## config.mk

```make
export PLATFORM = sky130hd
export DESIGN_NAME = kmp_dispatch_sched_flat
export DESIGN_NICKNAME = d
export VERILOG_FILES = /design/src/rtl/kmp_dispatch_sched_if.sv /design/src/rtl/kmp_dispatch_sched.sv /design/src/flat_wrapper.sv
export SDC_FILE = /design/constraint.sdc
export NUM_CORES = 1
export LEC_CHECK = 0
export ABC_AREA = 1
export CORE_ASPECT_RATIO = 1.4
export CORE_UTILIZATION = 45
export CTS_CLUSTER_DIAMETER = 50
export CTS_CLUSTER_SIZE = 12
export DETAILED_ROUTE_END_ITERATION = 6
export PLACE_DENSITY = 0.68
export SLEW_MARGIN = 30
export SYNTH_ARGS = -nofsm -noshare
export SYNTH_HDL_FRONTEND = slang
export SYNTH_SLANG_ARGS = --single-unit
```

## constraint.sdc

```tcl
create_clock -name clk -period 6.7 [get_ports clk]
set_input_delay 1.005 -clock clk [delete_from_list [all_inputs] [get_ports clk]]
set_output_delay 1.005 -clock clk [all_outputs]
set_load 0.01 [all_outputs]
```

## src/rtl/kmp_dispatch_sched_if.sv

```systemverilog
// Host job/result handshake plus the per-PE control and result buses of the
// KMP dispatch scheduler, bundled so the scheduler and its environment share one port.
interface kmp_dispatch_sched_if #(
    parameter int unsigned NUM_PE  = 4,
    parameter int unsigned LOG2_PE = 2,
    parameter int unsigned SW      = 6,
    parameter int unsigned PW      = 3
);
    logic                   job_valid;
    logic                   job_ready;
    logic [SW-1:0]          str_last_idx;
    logic [PW-1:0]          pat_last_idx;

    logic                   res_valid;
    logic                   res_ready;
    logic                   res_match;
    logic [SW-1:0]          res_idx;
    logic [LOG2_PE-1:0]     res_pe;

    logic [NUM_PE-1:0]      pe_input_valid;
    logic [NUM_PE*SW-1:0]   pe_start_idx;
    logic [NUM_PE*SW-1:0]   pe_process_2idx;
    logic [PW-1:0]          pe_pat_last_idx;
    logic [NUM_PE-1:0]      pe_output_valid;
    logic [NUM_PE-1:0]      pe_match;
    logic [NUM_PE*SW-1:0]   pe_match_idx;

    // Scheduler side
    modport slave (
        input  job_valid, str_last_idx, pat_last_idx, res_ready,
               pe_output_valid, pe_match, pe_match_idx,
        output job_ready, res_valid, res_match, res_idx, res_pe,
               pe_input_valid, pe_start_idx, pe_process_2idx, pe_pat_last_idx
    );

    // Host and PE-array side
    modport master (
        output job_valid, str_last_idx, pat_last_idx, res_ready,
               pe_output_valid, pe_match, pe_match_idx,
        input  job_ready, res_valid, res_match, res_idx, res_pe,
               pe_input_valid, pe_start_idx, pe_process_2idx, pe_pat_last_idx
    );
endinterface

```

## src/rtl/kmp_dispatch_sched.sv

```systemverilog
// Splits one string-match job into NUM_PE overlapping segments, launches the
// KMP PEs, gathers their results and reports the earliest match.
module kmp_dispatch_sched #(
    parameter int unsigned NUM_PE  = 4,
    parameter int unsigned LOG2_PE = 2,
    parameter int unsigned SW      = 6,
    parameter int unsigned PW      = 3
) (
    input  logic                 clk,
    input  logic                 reset,
    kmp_dispatch_sched_if.slave  bus
);
    localparam int unsigned AW = SW + 1;

    typedef enum logic [2:0] {IDLE, CALC, LAUNCH, WAIT, DRAIN, DONE} state_t;

    state_t              r_state;
    logic [SW-1:0]       r_s;
    logic [PW-1:0]       r_p;
    logic [NUM_PE-1:0]   r_active;
    logic [NUM_PE-1:0]   r_done;
    logic [NUM_PE-1:0]   r_match;
    logic [NUM_PE-1:0]   r_iv;
    logic [SW-1:0]       r_start [NUM_PE];
    logic [SW-1:0]       r_end   [NUM_PE];
    logic [SW-1:0]       r_midx  [NUM_PE];
    logic                r_drain;
    logic                r_job_ready;
    logic                r_res_valid;
    logic                r_res_match;
    logic [SW-1:0]       r_res_idx;
    logic [LOG2_PE-1:0]  r_res_pe;

    logic [AW-1:0]       w_s, w_p, w_len, w_stride;
    logic [AW-1:0]       w_start   [NUM_PE];
    logic [AW-1:0]       w_end_raw [NUM_PE];
    logic [SW-1:0]       w_end     [NUM_PE];
    logic [NUM_PE-1:0]   w_active;
    logic [NUM_PE-1:0]   w_new;
    logic [NUM_PE-1:0]   w_done_nxt;
    logic                w_sel_found;
    logic [LOG2_PE-1:0]  w_sel_pe;
    logic [SW-1:0]       w_sel_idx;

    // Segment split: each segment overlaps the next by P so no match straddles a gap
    always_comb begin
        w_s      = AW'(r_s);
        w_p      = AW'(r_p);
        w_len    = w_s + AW'(1);
        w_stride = (w_len + AW'(NUM_PE - 1)) >> LOG2_PE;
        for (int k = 0; k < NUM_PE; k++) begin
            w_start[k]   = AW'(k) * w_stride;
            w_end_raw[k] = w_start[k] + w_stride - AW'(1) + w_p;
            w_end[k]     = (w_end_raw[k] > w_s) ? r_s : SW'(w_end_raw[k]);
            w_active[k]  = (w_p <= w_s) && (w_start[k] <= (w_s - w_p));
        end
    end

    // Only the first pe_output_valid of each PE counts; later ones are stale
    always_comb begin
        w_new      = bus.pe_output_valid & ~r_done;
        w_done_nxt = r_done | bus.pe_output_valid;
    end

    // Lowest-index matching PE holds the earliest match in the string
    always_comb begin
        w_sel_found = 1'b0;
        w_sel_pe    = '0;
        w_sel_idx   = '0;
        for (int k = NUM_PE - 1; k >= 0; k--) begin
            if (r_match[k]) begin
                w_sel_found = 1'b1;
                w_sel_pe    = LOG2_PE'(k);
                w_sel_idx   = r_midx[k];
            end
        end
    end

    always_ff @(posedge clk or negedge reset) begin
        if (!reset) begin
            r_state     <= IDLE;
            r_s         <= '0;
            r_p         <= '0;
            r_active    <= '0;
            r_done      <= '0;
            r_match     <= '0;
            r_iv        <= '0;
            r_drain     <= 1'b0;
            r_job_ready <= 1'b1;
            r_res_valid <= 1'b0;
            r_res_match <= 1'b0;
            r_res_idx   <= '0;
            r_res_pe    <= '0;
            for (int k = 0; k < NUM_PE; k++) begin
                r_start[k] <= '0;
                r_end[k]   <= '0;
                r_midx[k]  <= '0;
            end
        end else begin
            case (r_state)
                IDLE: begin
                    if (bus.job_valid) begin
                        r_s         <= bus.str_last_idx;
                        r_p         <= bus.pat_last_idx;
                        r_match     <= '0;
                        r_done      <= '0;
                        r_active    <= '0;
                        r_job_ready <= 1'b0;
                        r_state     <= CALC;
                    end
                end
                CALC: begin
                    r_active <= w_active;
                    r_done   <= ~w_active;
                    r_drain  <= 1'b0;
                    for (int k = 0; k < NUM_PE; k++) begin
                        r_start[k] <= w_active[k] ? SW'(w_start[k]) : '0;
                        r_end[k]   <= w_active[k] ? w_end[k] : '0;
                        r_midx[k]  <= '0;
                    end
                    r_state <= (|w_active) ? LAUNCH : DRAIN;
                end
                LAUNCH: begin
                    r_iv    <= r_active;
                    r_state <= WAIT;
                end
                WAIT: begin
                    for (int k = 0; k < NUM_PE; k++) begin
                        if (w_new[k]) begin
                            r_match[k] <= bus.pe_match[k];
                            r_midx[k]  <= bus.pe_match_idx[k*SW +: SW];
                        end
                    end
                    r_done <= w_done_nxt;
                    r_iv   <= r_iv & ~w_new;
                    if (&w_done_nxt) begin
                        r_drain <= 1'b0;
                        r_state <= DRAIN;
                    end
                end
                DRAIN: begin
                    r_drain <= 1'b1;
                    if (r_drain) begin
                        r_res_valid <= 1'b1;
                        r_res_match <= w_sel_found;
                        r_res_idx   <= w_sel_idx;
                        r_res_pe    <= w_sel_pe;
                        r_state     <= DONE;
                    end
                end
                DONE: begin
                    if (bus.res_ready) begin
                        r_res_valid <= 1'b0;
                        r_res_match <= 1'b0;
                        r_res_idx   <= '0;
                        r_res_pe    <= '0;
                        r_job_ready <= 1'b1;
                        r_state     <= IDLE;
                    end
                end
                default: r_state <= IDLE;
            endcase
        end
    end

    assign bus.job_ready       = r_job_ready;
    assign bus.res_valid       = r_res_valid;
    assign bus.res_match       = r_res_match;
    assign bus.res_idx         = r_res_idx;
    assign bus.res_pe          = r_res_pe;
    assign bus.pe_input_valid  = r_iv;
    assign bus.pe_pat_last_idx = r_p;

    for (genvar g = 0; g < NUM_PE; g++) begin : g_lane
        assign bus.pe_start_idx[g*SW +: SW]    = r_start[g];
        assign bus.pe_process_2idx[g*SW +: SW] = r_end[g];
    end
endmodule

```

## src/flat_wrapper.sv

```systemverilog
// flat-port wrapper written by rule: the top's interface ports become plain ports
module kmp_dispatch_sched_flat 
#(
    parameter int unsigned NUM_PE  = 4,
    parameter int unsigned LOG2_PE = 2,
    parameter int unsigned SW      = 6,
    parameter int unsigned PW      = 3
)
  (clk, reset, bus_job_valid, bus_str_last_idx, bus_pat_last_idx, bus_res_ready, bus_pe_output_valid, bus_pe_match, bus_pe_match_idx, bus_job_ready, bus_res_valid, bus_res_match, bus_res_idx, bus_res_pe, bus_pe_input_valid, bus_pe_start_idx, bus_pe_process_2idx, bus_pe_pat_last_idx);
  kmp_dispatch_sched_if #(.NUM_PE(NUM_PE), .LOG2_PE(LOG2_PE), .SW(SW), .PW(PW)) bus_i ();
  input  logic clk;
  input  logic reset;
  input wire logic [$bits(bus_i.job_valid)-1:0] bus_job_valid;
  input wire logic [$bits(bus_i.str_last_idx)-1:0] bus_str_last_idx;
  input wire logic [$bits(bus_i.pat_last_idx)-1:0] bus_pat_last_idx;
  input wire logic [$bits(bus_i.res_ready)-1:0] bus_res_ready;
  input wire logic [$bits(bus_i.pe_output_valid)-1:0] bus_pe_output_valid;
  input wire logic [$bits(bus_i.pe_match)-1:0] bus_pe_match;
  input wire logic [$bits(bus_i.pe_match_idx)-1:0] bus_pe_match_idx;
  output wire logic [$bits(bus_i.job_ready)-1:0] bus_job_ready;
  output wire logic [$bits(bus_i.res_valid)-1:0] bus_res_valid;
  output wire logic [$bits(bus_i.res_match)-1:0] bus_res_match;
  output wire logic [$bits(bus_i.res_idx)-1:0] bus_res_idx;
  output wire logic [$bits(bus_i.res_pe)-1:0] bus_res_pe;
  output wire logic [$bits(bus_i.pe_input_valid)-1:0] bus_pe_input_valid;
  output wire logic [$bits(bus_i.pe_start_idx)-1:0] bus_pe_start_idx;
  output wire logic [$bits(bus_i.pe_process_2idx)-1:0] bus_pe_process_2idx;
  output wire logic [$bits(bus_i.pe_pat_last_idx)-1:0] bus_pe_pat_last_idx;
  assign bus_i.job_valid = bus_job_valid;
  assign bus_i.str_last_idx = bus_str_last_idx;
  assign bus_i.pat_last_idx = bus_pat_last_idx;
  assign bus_i.res_ready = bus_res_ready;
  assign bus_i.pe_output_valid = bus_pe_output_valid;
  assign bus_i.pe_match = bus_pe_match;
  assign bus_i.pe_match_idx = bus_pe_match_idx;
  assign bus_job_ready = bus_i.job_ready;
  assign bus_res_valid = bus_i.res_valid;
  assign bus_res_match = bus_i.res_match;
  assign bus_res_idx = bus_i.res_idx;
  assign bus_res_pe = bus_i.res_pe;
  assign bus_pe_input_valid = bus_i.pe_input_valid;
  assign bus_pe_start_idx = bus_i.pe_start_idx;
  assign bus_pe_process_2idx = bus_i.pe_process_2idx;
  assign bus_pe_pat_last_idx = bus_i.pe_pat_last_idx;
  kmp_dispatch_sched #(.NUM_PE(NUM_PE), .LOG2_PE(LOG2_PE), .SW(SW), .PW(PW)) u_core (.clk(clk), .reset(reset), .bus(bus_i));
endmodule
```

==> qor.yml, run 1 <==
detailed_routing:
  drtPass1Iterations: 5
  postRouteAntennaNets: 0
  postRouteWirelength_um: 19800
  post_drt_wl_per_cell_um: 16.7
  first_iter_violations: 403
  via_per_inst: 5.38
  drcViolationCount: 0
  vias: 6361
min_path:
  min_path_type: "reg -> reg"
  hold_end: "u_core.bus.job_ready"
  min_path_cells: 2
  min_from: "u_core.bus.job_ready"
critical_path:
  critPathMaxFanout: 17
  ff2ff_setup_slack_ns: 1.42
  startpoint_type: "flip-flop"
  worst_ep_required_time_ns: 6.95
  worst_r2r_startpoint: "u_core.r_s[2]"
  r2r_end: "u_core.bus.pe_process_2idx[23]"
  endpoint_kind: "flip-flop"
  crit_arrival_ns: 5.53
  crit_type: "reg -> reg"
  reg2reg_depth: 24
finish:
  fin_area_um2: 8490
  final_cell_mix: "nand2_1 (178), inv_1 (122), dfrtp_1 (103), clkdlybuf4s50_1 (101), o21ai_0 (84)"
  layout.cells.most_common: "nand2_1"
  n_antenna_cell: 0
  nets: 1114
  fillers: 1440
  syn_to_final_growth_pct: 20.4
  drive_gt1_share_pct: 4.74
clock_tree:
  cts_buffer_depth: 2
  ctsHoldBuffers: 0
  clock_latency_ns: 0.36
  h-tree-depth: 3
  cts_sinks: 104
  cts_tree: "done"
  cts_root_buffer: "clkbuf_16"
  post_cts_buffers: 0
  cts.clk_slew.worst_paths_ns: 0.08
  cts_buffers: 9
  postCtsResizedCells: 0
synth:
  syn_area_um2: 7050
  synth_edf_count: 0
  yosysWarningCount: 0
  syn_area_per_cell_um2: 7.90
  yosysTopAreaCell: "dfrtp_1"
  synth_flop_cell: "dfrtp_1"
  yosys_register_bits: 104
  synth-async-reset-ratio_pct: 100
  synth_cell_types: 53
  synth_seq_area_share_pct: 36.9
  netlist_top_cells_area: "dfrtp_1 (37%), ha_1 (13%), nand2_1 (9.5%), inv_1 (6.5%), o21ai_0 (6.0%)"
  synth_top_area_share_pct: 36.6
  synthCells: 892
grt:
  grt_pass1_vias: 6108
  antenna_found_initial: 0
  track_usage_pct: 25.7
  grt_max_degree: 78
  grt_pass1_wl_um: 31300
  grt.overflow.total: 0
placement:
  port_buffers: 102
  place.gp.congestion: 0.907
  dp_hpwl_um: 15300
  placed_area_um2: 8200
job:
  maxCapViolCount: 0
sta:
  slew_violations: 0
  layout_min_cycle_time_ns: 5.28
  post-route-period-util_pct: 78.8
  rsz0062_at_grt: "false"
  fmax_mhz: 189
  relSlewSlack_pct: 49.4
  hold_viol_final: 0
  tns_ns: 0
  setup_violations: 0
  fin_skew_ns: 0.0117
  tightest_slew_ns: 0.759
die:
  die_area_um2: 16200
  initial_core_util_pct: 46.4
  io_pins: 111
  die_w_um: 108
  core-area_um2: 15200
  rows: 53
  die_y_um: 150
run_status:
  outcome: "complete, no violations"
==> cells in the mapped netlist, drive strengths merged, types with 2 or more instances <==
cell type  number
dfrtp         103
nand2         188
o21bai          2
nor3            5
o21ai         103
ha             74
nand4           9
o211ai          6
nand3          82
a22oi           6
a21oi          40
xor2           10
inv           125
xnor2           6
o221ai          6
a31oi           3
nor2           65
clkinv          2
or2             3
buf            13
clkbuf         16
fa              9
==> final cells by class <==
type	instances	area [um^2]	share of cell area, %
Timing Repair Buffer	105	1040	12.3
Clock buffer	10	229	2.70
Sequential cell	104	2600	30.7
Tap cell	192	240	2.83
Clock inverter	6	55.1	0.648
Inverter	127	478	5.63
Multi-Input combinational cell	639	3840	45.2
==> metal layers <==
layer / global-route usage, % / part of all wire (%) / routed length [um] / vias to the layer above
li1: - / - / - / 3115
met5: 0 / 0 / 0 / -
met1: 30.2 / 40 / 7890 / 3000
met4: 16.1 / 5.6 / 1120 / 0
met3: 2.99 / 4.5 / 898 / 52
met2: 44.3 / 50 / 9860 / 194
==> critical path, stage by stage, from the launching register on <==
cell      delay [ns]
dfrtp_1         0.84
inv_1           0.43
ha_1            0.62
ha_1            0.29
nand2_1         0.06
nand2_1         0.08
nand2_1         0.11
nand2_1         0.07
xor2_1          0.25
ha_1            0.28
inv_1           0.06
ha_1            0.22
ha_1            0.30
inv_1           0.06
o21bai_1        0.17
xnor2_1         0.16
inv_1           0.07
ha_1            0.27
inv_1           0.05
nor2_1          0.16
nand4_2         0.22
nand2_2         0.19
nand2_1         0.06
nand3_1         0.08
nand2_1         0.07
==> sequential cells by signal, summed over array words and instances (netlist names), 2 cells and up <==
name	cells
u_core.r_midx	24
u_core.bus.res_pe	2
u_core.bus.pe_start_idx	16
u_core.r_active	4
u_core.r_state	3
u_core.r_done	4
u_core.bus.pe_process_2idx	24
u_core.r_match	4
u_core.bus.pe_input_valid	4
u_core.bus.res_idx	6
u_core.r_s	6
u_core.bus.pe_pat_last_idx	3
==> kinds of logic (layout without fill, tap and decap cells) <==
family,after synthesis,in the layout,share of synthesized area (%)
adder cells (fa/ha/maj),83,83,15.7
AO/OA/AOI/OAI,175,175,13.7
XOR/XNOR,16,16,2.36
AND/OR/NAND/NOR,356,356,22.1
flip-flops,104,104,36.9
other,1,8,0.0532
multiplexers,1,1,0.142
buffers and inverters,156,248,9.00
==> through the flow <==
stage | instances | worst slack (ns) | hold slack, ns | util, %
6_report | 1183 | 1.42 | 0.466 | 55.9
2_1_floorplan | 899 | 2.36 | 0.469 | -
4_1_cts | 1183 | 1.47 | 0.466 | 55.9
3_3_place_gp | 1167 | 1.64 | 0.455 | 54.0
5_1_grt | 1183 | 1.03 | 0.482 | 55.9
3_5_place_dp | 1167 | 1.47 | 0.455 | 54.0
==> worst max-delay path by stage <==
stage	from	endpoint	slack (ns)	cells past startpoint
after global placement	u_core.r_s[2]	u_core.bus.pe_process_2idx[23]	1.64	22
after CTS	u_core.r_s[2]	u_core.bus.pe_process_2idx[23]	1.47	24
after global routing	u_core.r_s[2]	u_core.bus.pe_process_2idx[19]	1.03	24
after detailed placement	u_core.r_s[2]	u_core.bus.pe_process_2idx[23]	1.47	24
final	u_core.r_s[2]	u_core.bus.pe_process_2idx[23]	1.42	24
after floorplan	u_core.r_s[2]	u_core.bus.pe_process_2idx[18]	2.36	25
Power of run 1 is not shown: default switching activity piles up to over one toggle a cycle in this logic, so the estimate is an artifact.
==> inputs of run 2 (changes only) <==
==> constraint.sdc (replaced) <==
create_clock -name clk -period 5.2 [get_ports clk]
set_input_delay 0.78 -clock clk [delete_from_list [all_inputs] [get_ports clk]]
set_output_delay 0.78 -clock clk [all_outputs]
set_load 0.01 [all_outputs]
==> qor.yml, run 2 (synthesis results as in run 1) <==
placement:
  place.gp.congestion: 0.877
  port_buffers: 102
  dp_hpwl_um: 15400
  place_ws_ns: 0.514
  placed_area_um2: 8250
finish:
  drive_gt1_share_pct: 5.42
  layout.cells.most_common: "nand2_1"
  final_cell_mix: "nand2_1 (178), inv_1 (122), dfrtp_1 (103), clkdlybuf4s50_1 (101), o21ai_0 (84)"
  fin_area_um2: 8550
  n_antenna_cell: 0
  nets: 1121
  syn_to_final_growth_pct: 21.3
sta:
  rsz0062_at_grt: "false"
  post-route-period-util_pct: 90.5
  fin_skew_ns: 0.0146
  relSlewSlack_pct: 53.5
  tns_ns: 0
  slew_violations: 0
  fmax_mhz: 213
  tightest_slew_ns: 0.697
  setup_ws_ns: 0.495
  hold_viol_final: 0
  setup_violations: 0
  layout_min_cycle_time_ns: 4.71
clock_tree:
  cts_root_buffer: "clkbuf_16"
  cts_buffers: 9
  cts.clk_slew.worst_paths_ns: 0.08
  cts_sinks: 104
  cts_tree: "done"
  post_cts_buffers: 0
  h-tree-depth: 3
  ctsHoldBuffers: 0
  postCtsResizedCells: 0
  cts_buffer_depth: 2
  clock_latency_ns: 0.35
critical_path:
  worst_ep_required_time_ns: 5.44
  crit_type: "reg -> reg"
  endpoint_kind: "flip-flop"
  critPathMaxFanout: 9
  startpoint_type: "flip-flop"
  crit_arrival_ns: 4.94
grt:
  grt_pass1_vias: 6173
  grt.overflow.total: 0
  grt_pass1_wl_um: 31300
  antenna_found_initial: 0
  track_usage_pct: 25.3
  grt_max_degree: 68
die:
  die_w_um: 108
  rows: 53
  die_y_um: 150
  core-area_um2: 15200
  die_area_um2: 16200
  io_pins: 111
  initial_core_util_pct: 46.4
detailed_routing:
  post_drt_wl_per_cell_um: 16.6
  drtPass1Iterations: 5
  first_iter_violations: 464
  postRouteWirelength_um: 19700
  via_per_inst: 5.30
  drcViolationCount: 0
  vias: 6306
  postRouteAntennaNets: 0
job:
  maxCapViolCount: 0
run_status:
  outcome: "complete, no violations"
min_path:
  min_path_type: "in -> async"
[run 2: final cells by class]
class                      instances  area [um^2]
sequential                       104         2600
fill                            1457         6640
clock inverter                     6         55.1
clock buffer                       9          225
multi-input combinational        639         3840
tap                              192          240
inverter                         127          478
timing repair buffer             112         1110
[run 2: worst max-delay path: stages (launching register included)]
cell and delay [ns]:
dfrtp_1 0.54, ha_1 0.29, nand2_2 0.13, nand2_2 0.28, inv_1 0.17, ha_1 0.35
nand2_1 0.11, nand2_1 0.07, xor2_1 0.24, ha_1 0.28, inv_1 0.06, ha_1 0.22
ha_1 0.31, inv_1 0.09, o21bai_1 0.09, xnor2_1 0.21, inv_1 0.07, ha_1 0.28
inv_1 0.05, nor2_1 0.15, nand4_2 0.21, nand2_2 0.18, nand2_1 0.06, nand3_1 0.08
nand2_1 0.06
[run 2: per-layer routing]
metal | vias up | GRT usage, % | share of wire [%]
met2 | 179 | 45.0 | 51
met3 | 51 | 2.94 | 3.9
met1 | 2947 | 29.4 | 40
met4 | 0 | 13.8 | 4.7
met5 | - | 0 | 0
li1 | 3129 | - | -
[run 2: path summary, 6_finish.rpt]
kind	from	depth (start not counted)	end	slack (ns)
worst max-delay path	u_core.r_s[2]	24	u_core.bus.pe_process_2idx[18]	0.49
worst min-delay path	reset	1	u_core.bus.pe_start_idx[17]	0.37
worst max register to register	u_core.r_s[2]	24	u_core.bus.pe_process_2idx[18]	0.49
worst min register to register	u_core.bus.job_ready	2	u_core.bus.job_ready	0.48
max in group asynchronous	reset	2	u_core.bus.job_ready	3.93
min in group clk	u_core.bus.job_ready	2	u_core.bus.job_ready	0.48
[run 2: stage by stage]
step	utilization, %	hold WS (ns)	std cells
after detailed placement	54.3	0.460	1173
after floorplan	-	0.469	899
after CTS	56.2	0.471	1188
final	56.3	0.369	1189
after global placement	54.3	0.455	1173
after global routing	56.3	0.403	1189
Power of run 2 is left out for the same reason.
==> inputs of run 3 (changes only) <==
--- a/config.mk
+++ b/config.mk
@@ -6,12 +6,14 @@
 export NUM_CORES = 1
 export LEC_CHECK = 0
 export ABC_AREA = 1
+export CAP_MARGIN = 40
 export CORE_ASPECT_RATIO = 1.4
 export CORE_UTILIZATION = 45
 export CTS_CLUSTER_DIAMETER = 50
 export CTS_CLUSTER_SIZE = 12
 export DETAILED_ROUTE_END_ITERATION = 6
 export PLACE_DENSITY = 0.68
+export REMOVE_ABC_BUFFERS = 1
 export SLEW_MARGIN = 30
 export SYNTH_ARGS = -nofsm -noshare
 export SYNTH_HDL_FRONTEND = slang
==> qor.yml, run 3 (synthesis results as in run 1) <==
run_status:
  outcome: "complete, no violations"
grt:
  grt_max_degree: 50
  track_usage_pct: 25.6
  grt_pass1_vias: 6243
  grt_pass1_wl_um: 31600
  grt.overflow.total: 0
  antenna_found_initial: 0
placement:
  placedCellCount: 1178
  dp_hpwl_um: 15200
  port_buffers: 102
  placed_area_um2: 8300
  place.gp.congestion: 0.920
die:
  core-area_um2: 15200
  initial_core_util_pct: 46.4
  die_w_um: 108
  io_pins: 111
  rows: 53
  die_area_um2: 16200
  die_y_um: 150
critical_path:
  cp_common_cell: "ha_1"
  endpoint_kind: "flip-flop"
  path_delay_family: "adder cells"
  worst_ep_required_time_ns: 5.44
  crit_arrival_ns: 4.82
  cp.buffers_inverters: 5
  startpoint_type: "flip-flop"
  cpPeakStageDelay_ns: 0.57
  cp_cell_sequence: "ha_1, nand2_2, nor2_4, ha_1, inv_1, xor2_1, ha_1, inv_1, ha_1, ha_1, inv_1, o21bai_1, xnor2_1, inv_1, ha_1, inv_1, nor2_1, nand4_2, nand2_2, nand2_1, nand3_1, nand2_1"
  r2r_end: "u_core.bus.pe_process_2idx[18]"
  worst_r2r_startpoint: "u_core.r_s[2]"
  critPathMaxFanout: 10
  ff2ff_setup_slack_ns: 0.63
  crit_type: "reg -> reg"
  reg2reg_depth: 22
  critPathSlowestCell: "dfrtp_1"
sta:
  rsz0062_at_grt: "false"
  fin_skew_ns: 0.00780
  setup_violations: 0
  tns_ns: 0
  hold_viol_final: 0
  tightest_slew_ns: 0.679
  slew_violations: 0
  layout_min_cycle_time_ns: 4.57
  relSlewSlack_pct: 54.7
  fmax_mhz: 219
  post-route-period-util_pct: 88.0
clock_tree:
  cts_buffers: 9
  cts_tree: "done"
  post_cts_buffers: 0
  cts.clk_slew.worst_paths_ns: 0.08
  clock_latency_ns: 0.35
  ctsHoldBuffers: 0
  cts_root_buffer: "clkbuf_16"
  h-tree-depth: 3
  cts_buffer_depth: 2
  postCtsResizedCells: 0
  cts_sinks: 104
min_path:
  min_path_type: "in -> async"
detailed_routing:
  drcViolationCount: 0
  post_drt_wl_per_cell_um: 16.5
  via_per_inst: 5.29
  first_iter_violations: 386
  postRouteWirelength_um: 19700
  postRouteAntennaNets: 0
  vias: 6322
  drtPass1Iterations: 5
finish:
  syn_to_final_growth_pct: 22.2
  fin_area_um2: 8620
  fin_util_pct: 56.7
  instances_no_fill: 1194
  n_antenna_cell: 0
  nets: 1125
  drive_gt1_share_pct: 5.89
  layout.cells.most_common: "nand2_1"
  final_cell_mix: "nand2_1 (178), inv_1 (122), dfrtp_1 (103), clkdlybuf4s50_1 (101), o21ai_0 (84)"
job:
  maxCapViolCount: 0
[run 3: worst register-to-register path, stage by stage (launching register included)]
cell      delay (ns)
dfrtp_1         0.57
ha_1            0.30
nand2_2         0.14
nor2_4          0.28
ha_1            0.33
inv_1           0.16
xor2_1          0.29
ha_1            0.29
inv_1           0.06
ha_1            0.22
ha_1            0.30
inv_1           0.06
o21bai_1        0.18
xnor2_1         0.17
inv_1           0.06
ha_1            0.27
inv_1           0.04
nor2_1          0.16
nand4_2         0.21
nand2_2         0.18
nand2_1         0.06
nand3_1         0.08
nand2_1         0.05
[run 3: layer usage]
metal / global-route usage (%) / wire length, um
met2: 46.2 / 10200
met1: 29.6 / 7900
met3: 3.20 / 867
met5: 0 / 0
met4: 12.5 / 820
[run 3: how the worst max path moves through the flow]
| stage | startpoint | endpoint | cells past startpoint |
|---|---|---|---|
| final | u_core.r_s[2] | u_core.bus.pe_process_2idx[18] | 22 |
| after global routing | u_core.r_s[2] | u_core.bus.pe_process_2idx[23] | 22 |
| after CTS | u_core.r_s[2] | u_core.bus.pe_process_2idx[18] | 22 |
| after detailed placement | u_core.r_s[2] | u_core.bus.pe_process_2idx[18] | 22 |
| after global placement | u_core.r_s[2] | u_core.bus.pe_process_2idx[18] | 22 |
| after floorplan | u_core.r_s[2] | u_core.bus.pe_process_2idx[18] | 24 |
[run 3: final cells by class]
cell class | instances | area [um^2]
Fill cell | 1441 | 6570
Clock inverter | 7 | 91.3
Inverter | 127 | 478
Tap cell | 192 | 240
Sequential cell | 104 | 2600
Clock buffer | 9 | 225
Multi-Input combinational cell | 639 | 3840
Timing Repair Buffer | 116 | 1140
[run 3: through the flow]
step                      setup slack, ns  hold slack [ns]
after global routing                0.268            0.424
after floorplan                     0.799            0.469
final                               0.626            0.390
after detailed placement            0.651            0.464
after CTS                           0.612            0.401
after global placement              0.833            0.460
Power of run 3 is left out for the same reason.
